===== config.mk =====
export PLATFORM = sky130hd
export DESIGN_NAME = byte_to_word_packer_flat
export DESIGN_NICKNAME = d
export VERILOG_FILES = /design/src/rtl/byte_to_word_packer_pkg.sv /design/src/rtl/byte_to_word_packer_if.sv /design/src/rtl/byte_to_word_packer_lane_reg.sv /design/src/rtl/byte_to_word_packer.sv /design/src/flat_wrapper.sv
export SDC_FILE = /design/constraint.sdc
export NUM_CORES = 1
export LEC_CHECK = 0
export ABC_AREA = 1
export CORE_AREA = 3 3 77 79
export CTS_CLUSTER_DIAMETER = 40
export DETAILED_ROUTE_END_ITERATION = 12
export DIE_AREA = 0 0 80 82
export PLACE_DENSITY = 0.92
export SLEW_MARGIN = 20
export SYNTH_ARGS = -nofsm -noshare
export SYNTH_HDL_FRONTEND = slang
export SYNTH_SLANG_ARGS = --single-unit

===== constraint.sdc =====
create_clock -name clk -period 4.9 [get_ports clk]
set_input_delay 0.49 -clock clk [delete_from_list [all_inputs] [get_ports clk]]
set_output_delay 0.49 -clock clk [all_outputs]
set_load 0.05 [all_outputs]

===== src/rtl/byte_to_word_packer_pkg.sv =====
// Shared types and sizing helpers for the byte-to-word packer.
// Both the top module and the interface size their buses from these helpers.
package packer_pkg;

    typedef enum logic {
        FILL  = 1'b0,
        ISSUE = 1'b1
    } state_t;

    localparam int WORD_CNT_W = 16;

    function automatic int calc_ratio(input int width, input int in_width);
        return width / in_width;
    endfunction

    function automatic int calc_idx_w(input int ratio);
        return (ratio > 1) ? $clog2(ratio) : 1;
    endfunction

    function automatic int calc_lane_w(input int ratio);
        return $clog2(ratio) + 1;
    endfunction

endpackage


===== src/rtl/byte_to_word_packer_if.sv =====
// Beat input, FIFO write-side and status signals of the packer, grouped into one bundle.
// The master modport is the packer's view; the slave modport is its environment's view.
interface byte_to_word_packer_if
    import packer_pkg::*;
#(
    parameter int IN_WIDTH = 8,
    parameter int WIDTH    = 32
);
    localparam int RATIO  = calc_ratio(WIDTH, IN_WIDTH);
    localparam int LANE_W = calc_lane_w(RATIO);

    logic                  in_valid;
    logic [IN_WIDTH-1:0]   in_data;
    logic                  in_ready;
    logic                  flush;
    logic                  WR_EN;
    logic [WIDTH-1:0]      data_out;
    logic                  full;
    logic [LANE_W-1:0]     out_lanes;
    logic [WORD_CNT_W-1:0] word_count;

    modport master (
        input  in_valid, in_data, flush, full,
        output in_ready, WR_EN, data_out, out_lanes, word_count
    );

    modport slave (
        output in_valid, in_data, flush, full,
        input  in_ready, WR_EN, data_out, out_lanes, word_count
    );

endinterface


===== src/rtl/byte_to_word_packer_lane_reg.sv =====
// Word register with lane writes and a synchronous clear; a lane write on a clear edge lands in the cleared word.
// Byte order: lane 0 in the low bits by default, in the high bits when PACKER_MSB_FIRST_EN is defined.
module packer_lane_reg
    import packer_pkg::*;
#(
    parameter int IN_WIDTH = 8,
    parameter int WIDTH    = 32
) (
    input  logic                                   clk,
    input  logic                                   rst,
    input  logic                                   i_clr,
    input  logic                                   i_wr,
    input  logic [calc_idx_w(WIDTH/IN_WIDTH)-1:0]  i_idx,
    input  logic [IN_WIDTH-1:0]                    i_dat,
    output logic [WIDTH-1:0]                       o_word
);
    localparam int RATIO  = calc_ratio(WIDTH, IN_WIDTH);
    localparam int BASE_W = $clog2(WIDTH);

    logic [BASE_W-1:0] w_base;
    logic [WIDTH-1:0]  r_word;

    always_comb begin
`ifdef PACKER_MSB_FIRST_EN
        w_base = BASE_W'((RATIO - 1 - int'(i_idx)) * IN_WIDTH);
`else
        w_base = BASE_W'(int'(i_idx) * IN_WIDTH);
`endif
    end

    always_ff @(posedge clk) begin
        if (!rst) begin
            r_word <= '0;
        end else begin
            if (i_clr) begin
                r_word <= '0;
            end
            if (i_wr) begin
                r_word[w_base +: IN_WIDTH] <= i_dat;
            end
        end
    end

    assign o_word = r_word;

endmodule


===== src/rtl/byte_to_word_packer.sv =====
// Packs WIDTH/IN_WIDTH beats into one word and writes it to the FIFO the cycle after it completes; zero-bubble.
// FIFO full holds the pending word and drops in_ready; PACKER_MSB_FIRST_EN selects first-beat-in-MSB lane order.
module byte_to_word_packer
    import packer_pkg::*;
#(
    parameter int IN_WIDTH = 8,
    parameter int WIDTH    = 32
) (
    input  logic                    clk,
    input  logic                    rst,
    byte_to_word_packer_if.master   bus
);
    localparam int RATIO  = calc_ratio(WIDTH, IN_WIDTH);
    localparam int IDX_W  = calc_idx_w(RATIO);
    localparam int LANE_W = calc_lane_w(RATIO);

    generate
        if (((WIDTH % IN_WIDTH) != 0) || ((WIDTH / IN_WIDTH) < 2)) begin : g_bad_ratio
            $error("byte_to_word_packer: WIDTH must be a multiple of IN_WIDTH with a ratio of at least 2");
        end
    endgenerate

    state_t                r_state;
    state_t                w_state_nxt;
    logic [IDX_W-1:0]      r_idx;
    logic [IDX_W-1:0]      w_idx_nxt;
    logic [LANE_W-1:0]     r_out_lanes;
    logic [LANE_W-1:0]     w_lanes_nxt;
    logic [WORD_CNT_W-1:0] r_word_count;
    logic [WORD_CNT_W-1:0] w_count_nxt;
    logic                  r_flush_pend;
    logic                  w_fpend_nxt;

    logic                  w_wr_en;
    logic                  w_in_ready;
    logic                  w_accept;
    logic                  w_last_lane;
    logic                  w_do_flush;
    logic                  w_clr;
    logic [WIDTH-1:0]      w_word;

    always_comb begin
        w_wr_en     = rst && (r_state == ISSUE) && !bus.full;
        w_in_ready  = rst && ((r_state == FILL) || w_wr_en);
        w_accept    = bus.in_valid && w_in_ready;
        w_last_lane = (r_idx == IDX_W'(RATIO - 1));
        // A pending flush only fires once the new word holds at least one lane.
        w_do_flush  = (bus.flush && ((r_idx != '0) || w_accept))
                   || (r_flush_pend && (r_idx != '0));
    end

    always_comb begin
        w_state_nxt = r_state;
        w_idx_nxt   = r_idx;
        w_lanes_nxt = r_out_lanes;
        w_count_nxt = r_word_count;
        w_fpend_nxt = r_flush_pend;
        w_clr       = 1'b0;

        case (r_state)
            FILL: begin
                if (w_accept && w_last_lane) begin
                    w_state_nxt = ISSUE;
                    w_idx_nxt   = '0;
                    w_lanes_nxt = LANE_W'(RATIO);
                    w_fpend_nxt = 1'b0;
                end else if (w_do_flush) begin
                    w_state_nxt = ISSUE;
                    w_idx_nxt   = '0;
                    w_lanes_nxt = LANE_W'(r_idx) + LANE_W'(w_accept);
                    w_fpend_nxt = 1'b0;
                end else if (w_accept) begin
                    w_idx_nxt   = r_idx + IDX_W'(1);
                end
            end

            ISSUE: begin
                if (bus.flush) begin
                    w_fpend_nxt = 1'b1;
                end
                if (w_wr_en) begin
                    w_state_nxt = FILL;
                    w_count_nxt = r_word_count + WORD_CNT_W'(1);
                    w_clr       = 1'b1;
                    w_idx_nxt   = w_accept ? IDX_W'(1) : '0;
                end
            end

            default: begin
                w_state_nxt = FILL;
            end
        endcase
    end

    always_ff @(posedge clk) begin
        if (!rst) begin
            r_state      <= FILL;
            r_idx        <= '0;
            r_out_lanes  <= '0;
            r_word_count <= '0;
            r_flush_pend <= 1'b0;
        end else begin
            r_state      <= w_state_nxt;
            r_idx        <= w_idx_nxt;
            r_out_lanes  <= w_lanes_nxt;
            r_word_count <= w_count_nxt;
            r_flush_pend <= w_fpend_nxt;
        end
    end

    // During ISSUE r_idx is already 0, so a beat taken on the write edge lands in lane 0.
    packer_lane_reg #(
        .IN_WIDTH (IN_WIDTH),
        .WIDTH    (WIDTH)
    ) u_lane_reg (
        .clk    (clk),
        .rst    (rst),
        .i_clr  (w_clr),
        .i_wr   (w_accept),
        .i_idx  (r_idx),
        .i_dat  (bus.in_data),
        .o_word (w_word)
    );

    assign bus.WR_EN      = w_wr_en;
    assign bus.in_ready   = w_in_ready;
    assign bus.data_out   = w_word;
    assign bus.out_lanes  = r_out_lanes;
    assign bus.word_count = r_word_count;

endmodule


===== src/flat_wrapper.sv =====
// flat-port wrapper written by rule: the top's interface ports become plain ports
module byte_to_word_packer_flat import packer_pkg::*;
#(
    parameter int IN_WIDTH = 8,
    parameter int WIDTH    = 32
)
  (clk, rst, bus_in_valid, bus_in_data, bus_flush, bus_full, bus_in_ready, bus_WR_EN, bus_data_out, bus_out_lanes, bus_word_count);
  byte_to_word_packer_if #(.IN_WIDTH(IN_WIDTH), .WIDTH(WIDTH)) bus_i ();
  input  logic clk;
  input  logic rst;
  input wire logic [$bits(bus_i.in_valid)-1:0] bus_in_valid;
  input wire logic [$bits(bus_i.in_data)-1:0] bus_in_data;
  input wire logic [$bits(bus_i.flush)-1:0] bus_flush;
  input wire logic [$bits(bus_i.full)-1:0] bus_full;
  output wire logic [$bits(bus_i.in_ready)-1:0] bus_in_ready;
  output wire logic [$bits(bus_i.WR_EN)-1:0] bus_WR_EN;
  output wire logic [$bits(bus_i.data_out)-1:0] bus_data_out;
  output wire logic [$bits(bus_i.out_lanes)-1:0] bus_out_lanes;
  output wire logic [$bits(bus_i.word_count)-1:0] bus_word_count;
  assign bus_i.in_valid = bus_in_valid;
  assign bus_i.in_data = bus_in_data;
  assign bus_i.flush = bus_flush;
  assign bus_i.full = bus_full;
  assign bus_in_ready = bus_i.in_ready;
  assign bus_WR_EN = bus_i.WR_EN;
  assign bus_data_out = bus_i.data_out;
  assign bus_out_lanes = bus_i.out_lanes;
  assign bus_word_count = bus_i.word_count;
  byte_to_word_packer #(.IN_WIDTH(IN_WIDTH), .WIDTH(WIDTH)) u_core (.clk(clk), .rst(rst), .bus(bus_i));
endmodule

Word-level counts from Yosys, hierarchy flattened
Index checks and enable logic that the tools add are counted.
{"block": "word_totals", "output_inout_bits": 53, "regBits": 55, "wordCells": 57}
{"block": "op_classes", "n_reduce_logical": 17, "n_eq_ne": 5, "add_sub_neg": 4, "mux": 22, "n_shift": 2, "bitwise_logic": 1}
{"op": "$mux 32", "n": 3}
{"op": "$bwmux 32", "n": 1}
{"op": "$shift 8x7->32 const A", "n": 1}
{"op": "$shiftx 8x7->32", "n": 1}
{"op": "$add 16x1->16 const B", "n": 1}
{"op": "$mux 1", "n": 9}
{"op": "$mux 2", "n": 4}
{"op": "$reduce_and 2->1", "n": 4}
{"op": "$logic_and 1x1->1", "n": 7}
{"op": "$neg 5->7", "n": 1}
{"op": "$mux 3", "n": 2}
{"op": "$ne 2x2->1 const B", "n": 2}
{"op": "$ne 4x2->1 const B", "n": 1}
{"op": "$pmux 1 s2", "n": 2}
{"op": "$pmux 2 s2", "n": 1}
{"op": "$reduce_bool 2->1", "n": 2}
{"op": "$add 2x1->3", "n": 1}
{"op": "$logic_or 1x1->1", "n": 3}
{"op": "$ne 3x2->1 const B", "n": 1}
{"op": "$add 2x1->2 const B", "n": 1}
{"op": "$eq 2x2->1 const B", "n": 1}
{"op": "$logic_not 1->1", "n": 1}
{"op": "$not 1->1", "n": 1}

Depth between registers and ports, before layout
{"block": "logic_depth", "ltp_word": 11, "ltp_mapped": 11}

Hierarchy
From an unflattened synthesis, not the netlist that was laid out.
{"block": "unflattened", "cells_unflattened": 431, "area_unflattened_um2": 2939.1}
{"mod": "packer_lane_reg", "cells_per_inst": 232, "seq_area_each_um2": 640.6, "area_each_um2": 1649.1, "n_inst": 1}
{"mod": "byte_to_word_packer", "cells_per_inst": 199, "seq_area_each_um2": 460.4, "area_each_um2": 1290.0, "n_inst": 1}

Worst setup path after synthesis
No wires, ideal clock.
{"block": "synth_path", "path_kind": "input to register", "start": "input rst", "end": "register u_core.r_out_lanes[1], in the netlist u_core.bus.out_lanes[1]", "slack_ns": 2.886, "arrival_time_ns": 1.887, "path_buffers": 1, "setup_ns": 0.128, "path_stages": 11, "path_cell_list": "buf_4 > inv_2 > a21oi_4 > nand2_4 > inv_6 > ha_1 > ha_1 > nand2_1 > nand3_1 > nand2_1 > nor2_1"}
{"block": "synth_via", "elab_chain_len": 10, "elab_cells_between_ends": 14, "cone_classes": "add/sub (1); mux (2); reduce/logical (11)"}
{"element": "from (decl)", "line": "flat_wrapper.sv:10", "rtl": "input logic rst;"}
{"element": "$logic_and 1x1->1 (2 in a row)", "line": "byte_to_word_packer.sv:43", "rtl": "w_wr_en = rst && (r_state == ISSUE) && !bus.full;"}
{"element": "$logic_or 1x1->1", "line": "byte_to_word_packer.sv:44", "rtl": "w_in_ready = rst && ((r_state == FILL) || w_wr_en);"}
{"element": "$logic_and 1x1->1 *", "line": "byte_to_word_packer.sv:44"}
{"element": "net bus_in_ready", "line": "flat_wrapper.sv:15", "rtl": "output wire logic [$bits(bus_i.in_ready)-1:0] bus_in_ready;"}
{"element": "$logic_and 1x1->1 *", "line": "byte_to_word_packer.sv:45", "rtl": "w_accept = bus.in_valid && w_in_ready;"}
{"element": "branches (longest 5 deep; another with $add 2x1->3)"}
{"element": "to (signal assigned)", "line": "byte_to_word_packer.sv:105", "rtl": "r_out_lanes <= w_lanes_nxt;"}
{"element": "to (decl)", "line": "byte_to_word_packer.sv:27", "rtl": "logic [LANE_W-1:0] r_out_lanes;"}
Mark *: on every way through the listed nets, which the timed path passes. The select of a mux whose other input is x is not followed.
A chain may end at the register's enable or synchronous reset.

Worst setup path after layout
{"block": "layout_path", "start": "input rst", "end": "output bus_in_ready"}
{"block": "layout_via", "elab_chain_len": 4}
{"element": "$logic_and 1x1->1 (2 in a row)", "line": "byte_to_word_packer.sv:43"}
{"element": "$logic_or 1x1->1", "line": "byte_to_word_packer.sv:44"}
{"element": "$logic_and 1x1->1 *", "line": "byte_to_word_packer.sv:44"}
{"element": "to (decl)", "line": "flat_wrapper.sv:15"}
Every way passes the cells marked *; elsewhere a longest branch is shown, timed or not.

==> results.toml <==
[placed_design]
dp_slack_ns = 1.810
dp_cells = 507
gp_congestion = 0.8436
port_buffers = 65
dp_hpwl_um = 4957

[logic_synthesis]
netlist_area_um2 = 2763
synth_top_area_share_pct = 39.86
synth.most_common_cell = "nand2_1"
ys_warn_count = 0
post_synth_inst_count = 383
synthTopCellsByCount = "nand2_1 (95), dfxtp_1 (55), a21oi_1 (41), nand3_1 (41), nor2_1 (37)"
yosys.area.top_type = "dfxtp_1"
synth_area_leaders = "dfxtp_1 (40%), nand2_1 (13%), a21oi_1 (7.4%)"
syn_nets = 404
post_synth.cell_area_avg_um2 = 7.213
ys_seq_elements = 55
yosysSeqAreaShare_pct = 39.86
ys.flop_type = "dfxtp_1"
ys_async_sr_fraction_pct = 0
synth_edf_count = 0
ys_types = 30

[sta]
fmax_mhz = 321.9
maxSlewViolCount = 0
min_period_over_period_pct = 63.41
skew_ns = 0.009864
period_needed_ns = 3.107
rsz0062_at_grt = "false"
setup_viol_count_final = 0
fin_ws_ns = 1.793
setup_tns_ns = 0
max_slew.worst_pin.slew_ns = 0.6744
relSlewSlack_pct = 54.98
hold_viol_final = 0

[global_routing]
antenna_found_initial = 0
overflow = 0
grt_max_degree = 39
first_global_vias = 2546
grt_pass1_wl_um = 11480
grt_usage_pct = 21.61

[pwr]
ir_drop_mv = 0.2563
cellPowerDensity_nw_per_um2 = 304.6
leakagePower_nw = 1.364

[cts]
clk_latency_ns = 0.31
cts_tree = "yes"
htree_levels = 2
cts_buffers = 5
cts_sinks = 55
cts_resized = 0
ctsHoldBuffers = 0
root_buffer = "clkbuf_8"
cts_setup_buffers = 0
clk_pin_slew_ns = 0.09
clock_path_buffers = 2

[setup_path]
critPathMaxFanout = 32
worst_ep_arrival_time_ns = 2.62
cp_data_required_time_ns = 4.41
worst-setup-path-type = "primary input to output pin"
cp-start-kind = "primary input"
reg2reg_depth = 9
reg2reg_from = "u_core.r_idx[0]$_SDFFE_PN0P_"
end_kind = "output pin"
rr_endpoint = "u_core.bus.out_lanes[1]$_SDFFE_PN0P_"
r2r_slack_ns = 2.31

[floorplanning]
fp.coreArea_um2 = 5405
die_y_um = 82
rows = 27
die-area_um2 = 6560
io_pins = 66
dieWidth_um = 80
initial_core_util_pct = 51.11

[drt]
first_pass_iters = 5
wire_per_inst_um = 13.47
vias = 2744
drc = 0
post_drt_via_cell_ratio = 5.328
routed_wl_um = 6936
postRouteAntennaNets = 0
drt_iter0_markers = 195

[min_path]
hold_path_class = "register to register"
min_path_cells = 2
min_from = "u_core.u_lane_reg.o_word[2]$_SDFF_PN0_"
hold_end = "u_core.u_lane_reg.o_word[2]$_SDFF_PN0_"

[cells_and_area]
final_nets = 463
fin_util_pct = 65.12
fin_cells = 515
drive_gt1_share_pct = 8.126
areaGrowthSynthToFinish_pct = 27.40
num_antenna_cells = 0

[job]
maxCapViolations = 0

[outcome]
outcome = "completed"
-- routing by layer --
metal	global-route usage (%)	routed length [um]	up-vias
li1	-	-	1360
met2	35.84	3290	119
met3	4.386	486	17
met1	27.99	3037	1248
met5	0	0	-
met4	7.432	122	0
-- sequential cells by signal (all words and copies together) (netlist names) --
signal                    flops
u_core.bus.out_lanes          3
u_core.bus.word_count        16
u_core.r_flush_pend           1
u_core.r_idx                  2
u_core.r_state                1
u_core.u_lane_reg.o_word     32
-- kinds of logic (layout without fill, tap and decap cells) --
kind of cell | Yosys count | count (layout) | share of synthesized area [%]
AOI/OAI and AO/OA | 63 | 63 | 13.00
adders and majority gates | 8 | 8 | 3.623
buffers and inverters | 53 | 113 | 8.242
DFF | 55 | 55 | 39.86
and+or+nand+nor | 204 | 204 | 35.28
-- power by group --
group / internal [W] / switching, W / total, W
sequential: 0.000469 / 0.0000207 / 0.000490
clock: 0.000103 / 0.000145 / 0.000248
combinational: 0.000100 / 0.000233 / 0.000334
-- cell usage in the layout, fill, tap and decap left out --
cell type and instances:
a211oi_1 1, inv_6 2, nor4_1 2, dfxtp_1 55, nor3_1 6, ha_1 8
nand2_1 95, nor2_8 2, nand4_1 5, nand2_2 3, buf_4 1, clkdlybuf4s50_1 65
clkbuf_8 5, clkbuf_1 2, a21oi_2 3, nor2_1 37, o211ai_1 2, a21oi_1 41
inv_1 33, nand3_2 4, o21ai_0 10, nand3_1 41, a31oi_1 1, o21ai_1 2
a21oi_4 1, a21o_1 1, nor2_4 5, o21a_4 1, nand2_4 4, inv_2 5
-- worst max-delay path, cell delays in order --
cell	delay, ns
clkdlybuf4s50_1	0.45
buf_4	0.27
inv_2	0.30
a21oi_4	0.26
clkdlybuf4s50_1	0.84
-- cell type report --
class	count	area, um^2
clock buffer	7	76.32
fill	437	1886
inverter	39	151.4
multi-input combinational	275	1434
tap	72	90.09
clock inverter	1	8.758
sequential	55	1101
timing repair buffer	66	658.1
-- worst max path at each step --
stage                     startpoint  slack, ns  cells after the start                              endpoint
after floorplan                  rst       2.89                     11  u_core.bus.out_lanes[1]$_SDFFE_PN0P_
after global placement           rst       1.85                      5                          bus_in_ready
after global routing             rst       1.70                      5                          bus_in_ready
after detailed placement         rst       1.81                      5                          bus_in_ready
after CTS                        rst       1.79                      5                          bus_in_ready
final                            rst       1.79                      5                          bus_in_ready
-- stage by stage --
stage | area [um^2] | hold WS (ns) | power, W
after CTS | 3520 | 0.4735 | 0.001072
final | 3520 | 0.4707 | 0.001072
after detailed placement | 3435 | 0.4553 | 0.0008271
after global placement | 3435 | 0.4566 | 0.0008165
after floorplan | 2763 | 0.4463 | 0.0007462
after global routing | 3520 | 0.4978 | 0.001130
Note: power is estimated with default switching activity, not from simulation.
